### config.mk
export PLATFORM = sky130hd
export DESIGN_NAME = pbuf2ddr
export DESIGN_NICKNAME = d
export VERILOG_FILES = /design/src/rtl/pbuf2ddr.sv
export SDC_FILE = /design/constraint.sdc
export NUM_CORES = 1
export LEC_CHECK = 0
export ABC_CLOCK_PERIOD_IN_PS = 95700
export CORE_AREA = 4 4 458 460
export CTS_BUF_LIST = sky130_fd_sc_hd__clkbuf_4 sky130_fd_sc_hd__clkbuf_8 sky130_fd_sc_hd__clkbuf_16
export CTS_CLUSTER_DIAMETER = 50
export CTS_CLUSTER_SIZE = 16
export DETAILED_ROUTE_END_ITERATION = 12
export DIE_AREA = 0 0 462 464
export MAX_ROUTING_LAYER = met4
export PLACE_DENSITY = 0.43
export SYNTH_ARGS = -nofsm -noshare
export SYNTH_HDL_FRONTEND = slang
export SYNTH_SLANG_ARGS = --single-unit
### constraint.sdc
create_clock -name clk -period 95.7 [get_ports clk]
set_input_delay 19.14 -clock clk [delete_from_list [all_inputs] [get_ports clk]]
set_output_delay 19.14 -clock clk [all_outputs]
set_load 0.03 [all_outputs]
### src/rtl/pbuf2ddr.sv
// pbuf2ddr: reads PE parameter buffers back (PEs ascending, addresses 0..depth) and streams them to DDR.
// Optional feature macro PBUF2DDR_CHKSUM_EN appends an XOR checksum word after the data words.
module pbuf2ddr #(
    parameter int unsigned BUF_DEPTH  = 256,
    parameter int unsigned ADDR_W     = $clog2(BUF_DEPTH),
    parameter int unsigned PE_NUM     = 32,
    parameter int unsigned RD_LAT     = 2,
    parameter int unsigned FIFO_DEPTH = 8,
    parameter int unsigned BATCH      = 2,
    parameter int unsigned DATA_W     = 16,
    parameter int unsigned DDR_W      = 64
) (
    input  logic                             clk,
    input  logic                             rst,
    input  logic                             conf_valid,
    output logic                             conf_ready,
    input  logic [PE_NUM-1:0]                conf_mask,
    input  logic [ADDR_W-1:0]                conf_depth,
    output logic [PE_NUM-1:0]                pbuf_rd_en,
    output logic [ADDR_W-1:0]                pbuf_rd_addr,
    input  logic [PE_NUM*BATCH*DATA_W-1:0]   pbuf_rd_data,
    output logic [DDR_W-1:0]                 ddr_data,
    output logic                             ddr_valid,
    input  logic                             ddr_ready,
    output logic                             ddr_last
);

    localparam int unsigned LANE_W = BATCH * DATA_W;
    localparam int unsigned PE_W   = (PE_NUM > 1) ? $clog2(PE_NUM) : 1;
    localparam int unsigned FP_W   = (FIFO_DEPTH > 1) ? $clog2(FIFO_DEPTH) : 1;
    localparam int unsigned CRD_W  = FP_W + 1;
    localparam int unsigned CNT_W  = 13;
    localparam int unsigned TW_W   = CNT_W + 1;
    localparam logic [CRD_W-1:0] CRD_MAX = CRD_W'(FIFO_DEPTH);

    typedef enum logic [1:0] {ST_IDLE, ST_READ, ST_DRAIN} state_t;

    state_t                       state_q, state_d;
    logic [PE_NUM-1:0]            mask_q, mask_d;
    logic [ADDR_W-1:0]            depth_q, depth_d;
    logic [ADDR_W-1:0]            addr_q, addr_d;
    logic [CNT_W-1:0]             last_idx_q, last_idx_d;
    logic [CNT_W-1:0]             word_cnt_q, word_cnt_d;
    logic [CRD_W-1:0]             credit_q, credit_d;
    logic [CRD_W-1:0]             fcnt_q, fcnt_d;
    logic [FP_W-1:0]              wr_ptr_q, wr_ptr_d;
    logic [FP_W-1:0]              rd_ptr_q, rd_ptr_d;
    logic [RD_LAT-1:0]            vld_pipe_q, vld_pipe_d;
    logic [RD_LAT-1:0][PE_W-1:0]  pe_pipe_q, pe_pipe_d;
    logic [LANE_W-1:0]            fifo_mem_q [FIFO_DEPTH];

    logic                         accept, issue, push, pop, arrive;
    logic [PE_W-1:0]              cur_pe, arr_pe;
    logic [PE_NUM-1:0]            cur_bit;
    logic [LANE_W-1:0]            lane_data, push_data;
    logic [TW_W-1:0]              total_words;
    logic                         chk_push, chk_busy;
    logic [LANE_W-1:0]            chk_value;

    // Current PE is the lowest set bit of the working mask; returning lane picked by the piped index.
    always_comb begin
        cur_pe = '0;
        for (int unsigned i = PE_NUM; i > 0; i--) begin
            if (mask_q[i-1]) cur_pe = PE_W'(i - 1);
        end
        cur_bit         = '0;
        cur_bit[cur_pe] = 1'b1;
        arrive    = vld_pipe_q[RD_LAT-1];
        arr_pe    = pe_pipe_q[RD_LAT-1];
        lane_data = '0;
        for (int unsigned i = 0; i < PE_NUM; i++) begin
            if (arr_pe == PE_W'(i)) lane_data = pbuf_rd_data[i*LANE_W +: LANE_W];
        end
    end

    always_comb begin
        state_d     = state_q;
        mask_d      = mask_q;
        depth_d     = depth_q;
        addr_d      = addr_q;
        last_idx_d  = last_idx_q;
        total_words = '0;
        issue       = 1'b0;
        accept      = (state_q == ST_IDLE) && conf_valid;
        case (state_q)
            ST_IDLE: begin
                if (conf_valid) begin
                    for (int unsigned i = 0; i < PE_NUM; i++) begin
                        if (conf_mask[i]) total_words = total_words + TW_W'(conf_depth) + TW_W'(1);
                    end
                    mask_d  = conf_mask;
                    depth_d = conf_depth;
                    addr_d  = '0;
`ifdef PBUF2DDR_CHKSUM_EN
                    last_idx_d = CNT_W'(total_words);
`else
                    last_idx_d = CNT_W'(total_words - TW_W'(1));
`endif
                    state_d = (conf_mask != '0) ? ST_READ : ST_DRAIN;
                end
            end
            ST_READ: begin
                // Credits cover FIFO occupancy plus reads still in the pbuf pipe.
                if (credit_q < CRD_MAX) begin
                    issue = 1'b1;
                    if (addr_q == depth_q) begin
                        mask_d = mask_q & ~cur_bit;
                        addr_d = '0;
                        if ((mask_q & ~cur_bit) == '0) state_d = ST_DRAIN;
                    end else begin
                        addr_d = addr_q + ADDR_W'(1);
                    end
                end
            end
            ST_DRAIN: begin
                if (vld_pipe_q == '0 && fcnt_q == '0 && !chk_busy) state_d = ST_IDLE;
            end
            default: state_d = ST_IDLE;
        endcase
    end

`ifdef PBUF2DDR_CHKSUM_EN
    logic [LANE_W-1:0] chk_q, chk_d;
    logic              chk_pend_q, chk_pend_d;

    always_comb begin
        chk_d      = chk_q;
        chk_pend_d = chk_pend_q;
        chk_push   = 1'b0;
        if (accept) begin
            chk_d      = '0;
            chk_pend_d = 1'b1;
        end else begin
            if (arrive) chk_d = chk_q ^ lane_data;
            if (state_q == ST_DRAIN && chk_pend_q && vld_pipe_q == '0 && credit_q < CRD_MAX) begin
                chk_push   = 1'b1;
                chk_pend_d = 1'b0;
            end
        end
        chk_busy  = chk_pend_q;
        chk_value = chk_q;
    end

    always_ff @(posedge clk) begin
        if (rst) begin
            chk_q      <= '0;
            chk_pend_q <= 1'b0;
        end else begin
            chk_q      <= chk_d;
            chk_pend_q <= chk_pend_d;
        end
    end
`else
    always_comb begin
        chk_push  = 1'b0;
        chk_busy  = 1'b0;
        chk_value = '0;
    end
`endif

    always_comb begin
        conf_ready   = (state_q == ST_IDLE);
        pbuf_rd_en   = issue ? cur_bit : '0;
        pbuf_rd_addr = addr_q;
        ddr_valid    = (fcnt_q != '0);
        ddr_data     = '0;
        if (ddr_valid) ddr_data[LANE_W-1:0] = fifo_mem_q[rd_ptr_q];
        ddr_last     = ddr_valid && (word_cnt_q == last_idx_q);
    end

    always_comb begin
        pop       = ddr_valid && ddr_ready;
        push      = arrive || chk_push;
        push_data = chk_push ? chk_value : lane_data;
        case ({push, pop})
            2'b10:   fcnt_d = fcnt_q + CRD_W'(1);
            2'b01:   fcnt_d = fcnt_q - CRD_W'(1);
            default: fcnt_d = fcnt_q;
        endcase
        credit_d   = credit_q + CRD_W'(issue) + CRD_W'(chk_push) - CRD_W'(pop);
        wr_ptr_d   = push ? wr_ptr_q + FP_W'(1) : wr_ptr_q;
        rd_ptr_d   = pop ? rd_ptr_q + FP_W'(1) : rd_ptr_q;
        word_cnt_d = accept ? '0 : (pop ? word_cnt_q + CNT_W'(1) : word_cnt_q);
        vld_pipe_d    = '0;
        pe_pipe_d     = '0;
        vld_pipe_d[0] = issue;
        pe_pipe_d[0]  = cur_pe;
        for (int unsigned i = 1; i < RD_LAT; i++) begin
            vld_pipe_d[i] = vld_pipe_q[i-1];
            pe_pipe_d[i]  = pe_pipe_q[i-1];
        end
    end

    always_ff @(posedge clk) begin
        if (rst) begin
            state_q    <= ST_IDLE;
            mask_q     <= '0;
            depth_q    <= '0;
            addr_q     <= '0;
            last_idx_q <= '0;
            word_cnt_q <= '0;
            credit_q   <= '0;
            fcnt_q     <= '0;
            wr_ptr_q   <= '0;
            rd_ptr_q   <= '0;
            vld_pipe_q <= '0;
            pe_pipe_q  <= '0;
        end else begin
            state_q    <= state_d;
            mask_q     <= mask_d;
            depth_q    <= depth_d;
            addr_q     <= addr_d;
            last_idx_q <= last_idx_d;
            word_cnt_q <= word_cnt_d;
            credit_q   <= credit_d;
            fcnt_q     <= fcnt_d;
            wr_ptr_q   <= wr_ptr_d;
            rd_ptr_q   <= rd_ptr_d;
            vld_pipe_q <= vld_pipe_d;
            pe_pipe_q  <= pe_pipe_d;
        end
    end

    always_ff @(posedge clk) begin
        if (push) fifo_mem_q[wr_ptr_q] <= push_data;
    end

endmodule

======== Word-level counts from Yosys, hierarchy flattened ========
Memories as Yosys holds them, arrays and structs flattened. A register that Yosys moved wholly into a read port is not among the register bits.
Index checks and enable logic that the tools add are counted.
operators by class
  $add $sub $neg .......................... 72
  magnitude comparators ................... 3
  equal/unequal tests ..................... 42
  mux-type cells .......................... 186
  bitwise gates (word level) .............. 2
  reductions and logical operators ........ 19
operators with widths
  kind                     count
  $mux W13                 95
  $mux W32                 37
  $add A13 B1 Y13 const B  32
  $add A13 B8 Y13          31
  $mux W5                  32
  $eq A5 B5 Y1 const B     16
  $pmux W32 S2             1
  $eq A5 B4 Y1 const B     8
  $and A32 B32 Y32         1
  $logic_not A32 Y1        1
  $not A32 Y32             1
  $reduce_bool A32 Y1      1
  $mux W8                  3
  $eq A5 B3 Y1 const B     4
  $pmux W8 S2              1
  $eq A13 B13 Y1           1
  $sub A13 B1 Y13 const B  1
  $mux W2                  6
  $eq A5 B2 Y1 const B     2
  $ne A2 B2 Y1 const B     5
  $add A8 B1 Y9 const B    1
  $mux W9                  1
  $add A8 B1 Y8 const B    1
  $eq A8 B8 Y1             1
  27 further kinds         41
word-level totals
  bits in registers ....................... 102
  RAM bits ................................ 256
  logic and storage cells ................. 338
  memories kept ........................... 1
memory list
  name        words  width  read ports  clocked after Yosys merged registers in  wr ports  line  RTL
  fifo_mem_q  8      32     1           1                                        1         50    logic [LANE_W-1:0] fifo_mem_q [FIFO_DEPTH];

======== Longest topological paths before layout ========
  depth in word-level cells ............... 160
  gate-level depth with buffers ........... 168
  mapped depth without buffers ............ 167

======== Least setup slack after synthesis ========
Ideal clock, no wire load.
  path kind ............................... in2reg
  start ................................... input port conf_depth[0]
  end ..................................... register last_idx_q[12]
  library setup time ...................... 0.091 ns
  arrival time ............................ 46.515 ns
  path slack .............................. 49.094 ns
  stages on the path ...................... 162
  buffers on the path ..................... 1
  cells stage by stage .................... buf_2 inv_1 nand2_1 ha_1 a221oi_1 a311oi_1 a21o_1 ha_1 o21ai_0 nor3b_1 nor3_1 or2_2 ha_1 o21a_1 o31a_1 o21ai_0 o21a_1 ha_1 [126 not listed] xor2_1 nand2_1 a21bo_2 ha_1 xor2_1 mux2_2 ha_1 xnor2_1 nand2_1 o21ai_0 a21boi_0 o2111ai_1 or2_2 or2_4 nor2_4 and4b_1 a211o_1 a311oi_1
on the way
  cells in the longest elaborated chain, start to end .. 160
RTL lines
  element                 line  RTL
  start: declaration      18    input logic [ADDR_W-1:0] conf_depth,
  $add A8 B1 Y9           89    if (conf_mask[i]) total_words = total_words + TW_W'(conf_depth) + TW_W'(1);
  $mux W9                 89
  $mux W13                87    if (conf_valid) begin
  $mux W13                85    case (state_q)
  $add A13 B8 Y13         89
  $add A13 B1 Y13         89
  $mux W13                89
  $mux W13                87
  [144 not listed]        --
  $mux W13                87
  $mux W13                85
  $add A13 B8 Y13         89
  $add A13 B1 Y13         89
  $mux W13 *              89
  $mux W13 *              87
  $mux W13 *              85
  $sub A13 B1 Y13 *       97    last_idx_d = CNT_W'(total_words - TW_W'(1));
  end signal: assignment  213   last_idx_q <= last_idx_d;
  end: declaration        42    logic [CNT_W-1:0] last_idx_q, last_idx_d;
Mark *: on every way between the ends. The rest lies on a longest branch, timed or not. The select of a mux whose other input is x is not followed.
A chain may end at the register's enable or synchronous reset.

======== Worst setup path in the final report ========
  start ................................... input port conf_depth[1]
  end ..................................... register last_idx_q[12]
Same word-level chain as after synthesis.

==> results_dict.tcl <==
set metrics [dict create \
    status "finished, violations left" \
    violations "capacitance limit, slew limit" \
    dieWidth_um 462 \
    fmax_mhz 19.6 \
    syn_area_um2 39700 \
    grt.overflow.total 0 \
    fin_worst_skew_ns 0.0368 \
    setup-tns-final_ns 0 \
    track_usage_pct 30.7 \
    synth_cells 4606 \
    antenna_found_initial 248 \
    portBuffers 1142 \
    wire_per_inst_um 38.5 \
    slowest_delay_ns 0.81 \
    dr_total_vias 44200 \
    grt_pass1_wl_mm 422 \
    slew-limit-headroom_pct -2.88 \
    route.detailed.drc 0 \
    post-cts-setup-buffers 0 \
    fin_nets 7020 \
    slowest_stage "a21boi_0" \
    async_flop_share_pct 0 \
    ctsHtreeMaxLevel 2 \
    tightest_slew_ns 1.54 \
    path_class "in2reg" \
    clockBufferDepth 3 \
    cts_root_buf "clkbuf_16" \
    core_um2 206000 \
    die_y_um 464 \
    setup-violations-final 0 \
    row_count 167 \
    drt_iter0_markers 4495 \
    cp_data_arrival_time_ns 51.59 \
    yosysWarnings 0 \
    pin_count 1175 \
    cts-buffers-inserted 49 \
    start_util_pct 19.3 \
    worstPathRequired_ns 96.19 \
    cp_max_fo 32 \
    end_kind "flip-flop" \
    rsz0062_at_grt "false" \
    hold_buffers 0 \
    die-area_um2 214000 \
    cts_sinks 361 \
    grt_max_degree 78 \
    ys_seq_area_share_pct 24.6 \
    critPathLaunchType "input port" \
    drv_slew 1 \
    wl_met2_mm 149 \
    dp_hpwl_mm 279 \
    final_antenna_net_count 0 \
    met1_length_mm 129 \
    syn2layout_area_growth_pct 43.4 \
    grt_pass1_vias 41700 \
    seq_area_um2 9800 \
    postCtsResizedCells 0 \
    maxCapViolations 1 \
    viasPerCell 5.14 \
    layout-drive-gt1-share_pct 9.68 \
    hold_path_class "reg2reg" \
    synth.avg_cell_area_um2 8.62 \
    drt-pass1-iter-count 8 \
    clk_latency_ns 0.62 \
    gp_congestion 1.09 \
    path_common_cell "o21ai_0" \
    final_cells 8593 \
    cts_tree "built" \
    min_period_ns 51.09 \
    highest_layer "met4" \
    synth_cell_types 108 \
    fillCellCount 22100 \
    hold_violations 0 \
    routed_wl_mm 331 \
    min_period_over_period_pct 53.4 \
    dpl.cell_count 8308 \
    multi_input_area_um2 28600 \
    synth_seq_cells 361 \
    clk_pin_slew_ns 0.06 \
    synthFlopType "edfxtp_1" \
    synth-edff-count 256 \
    route.met3.wl_mm 31.2 \
]
## synth_stat cells, drive strengths merged (53+ instances only)
| library cell | count | area share [%] |
|---|---|---|
| clkbuf | 223 | 2.1 |
| a21o | 95 | 1.8 |
| o21a | 57 | 1.1 |
| mux2i | 68 | 1.7 |
| xor2 | 79 | 1.7 |
| edfxtp | 256 | 19 |
| nor3 | 142 | 1.8 |
| nor2b | 67 | 1.1 |
| mux4 | 97 | 5.5 |
| nand2 | 338 | 3.2 |
| a21oi | 223 | 2.8 |
| inv | 164 | 1.5 |
| o21ai | 351 | 4.4 |
| a22o | 67 | 1.5 |
| mux2 | 84 | 2.4 |
| dfxtp | 105 | 5.3 |
| a31oi | 58 | 0.91 |
| nand2b | 71 | 1.1 |
| xnor2 | 183 | 4.5 |
| buf | 67 | 0.96 |
| nand3 | 53 | 0.68 |
| ha | 258 | 8.1 |
| nor2 | 453 | 4.3 |
| a221oi | 76 | 1.7 |
| a22oi | 251 | 4.8 |
| nand4 | 84 | 1.3 |
## critical path, delay by kind of cell
family / cells / cell delay, ns
compound gates: 62 / 11.54
xor+xnor: 14 / 2.21
fa+ha+maj: 31 / 9.61
buf+inv: 9 / 1.57
mux: 2 / 0.56
simple gates: 44 / 6.91
## cells in the final DEF, fill, tap and decap left out, types with 39 or more instances in the layout
cell,synthesis,layout
nor3_1,140,118
nor2b_1,67,67
dfxtp_1,105,100
a21o_1,95,95
or2_2,39,39
nand2b_1,71,71
diode_2,0,189
nand4_1,84,84
mux2i_1,68,68
a31oi_1,58,58
mux2_2,84,84
buf_4,34,116
nor2_1,450,421
a22o_1,67,67
o21ai_0,344,344
clkdlybuf4s50_1,0,1140
nand3_1,52,51
inv_1,163,162
xor2_1,79,79
a211oi_1,44,44
mux4_2,97,97
a22oi_1,250,250
clkbuf_16,0,49
a221oi_1,76,74
ha_1,258,258
nand2_1,337,336
xnor2_1,167,167
o21a_1,57,57
a21oi_1,223,223
edfxtp_1,256,256
## worst paths after layout
check / startpoint / endpoint / slack (ns) / cells past startpoint
worst max register to register: arr_pe[1] / fifo_mem_q[0][31] / 88.89 / 19
worst min-delay path: pe_pipe_d[5] / arr_pe[0] / 0.44 / 1
worst max-delay path: conf_depth[1] / last_idx_q[12] / 44.61 / 162
worst min register to register: pe_pipe_d[5] / arr_pe[0] / 0.44 / 1
## registers in the layout, indices dropped and copies added (netlist names), named ones only
name / cells
credit_q: 4
depth_q: 8
pe_pipe_d: 5
fifo_mem_q: 256
pbuf_rd_addr: 8
vld_pipe_q: 2
state_q: 2
rd_ptr_q: 3
fcnt_q: 4
mask_q: 32
last_idx_q: 13
wr_ptr_q: 3
word_cnt_q: 13
arr_pe: 5
## logic make-up (layout without fill, tap and decap cells)
| logic type | after synthesis | count (layout) | share of synthesized area (%) |
|---|---|---|---|
| buf+inv | 460 | 1523 | 4.67 |
| simple gates | 1423 | 1423 | 17.3 |
| other cells | 1 | 221 | 0.00944 |
| mux | 249 | 249 | 9.59 |
| compound gates | 1529 | 1529 | 26.3 |
| fa+ha+maj | 296 | 296 | 9.89 |
| flops | 361 | 361 | 24.6 |
| xor+xnor | 287 | 287 | 7.67 |
## layer usage
| layer | up-vias | GRT usage [%] |
|---|---|---|
| met5 | - | - |
| met4 | 0 | 17.8 |
| met3 | 420 | 10.6 |
| met2 | 1925 | 46.4 |
| met1 | 21900 | 35.1 |
| li1 | 19900 | - |
## cell type report
type / count / area share (%)
Multi-Input combinational cell: 3816 / 50.1
Antenna cell: 189 / 0.830
Sequential cell: 361 / 17.2
Inverter: 170 / 1.12
Tap cell: 2704 / 5.94
Timing Repair Buffer: 1264 / 21.7
Clock inverter: 40 / 0.968
Clock buffer: 49 / 2.15
## metrics by stage
stage          setup WS (ns)  utilization [%]  instance area (um^2)  hold slack, ns
2_1_floorplan          49.09                -                 39800           0.414
3_3_place_gp           45.17             26.5                 54700           0.421
4_1_cts                44.84             27.4                 56400           0.446
6_report               44.61             27.7                 57000           0.441
5_1_grt                41.71             27.6                 56900           0.451
3_5_place_dp           44.28             26.5                 54700           0.431
Power is left out: the tool's default activity adds up to more than one toggle a clock period on the data nets, which glitch-free logic cannot reach.
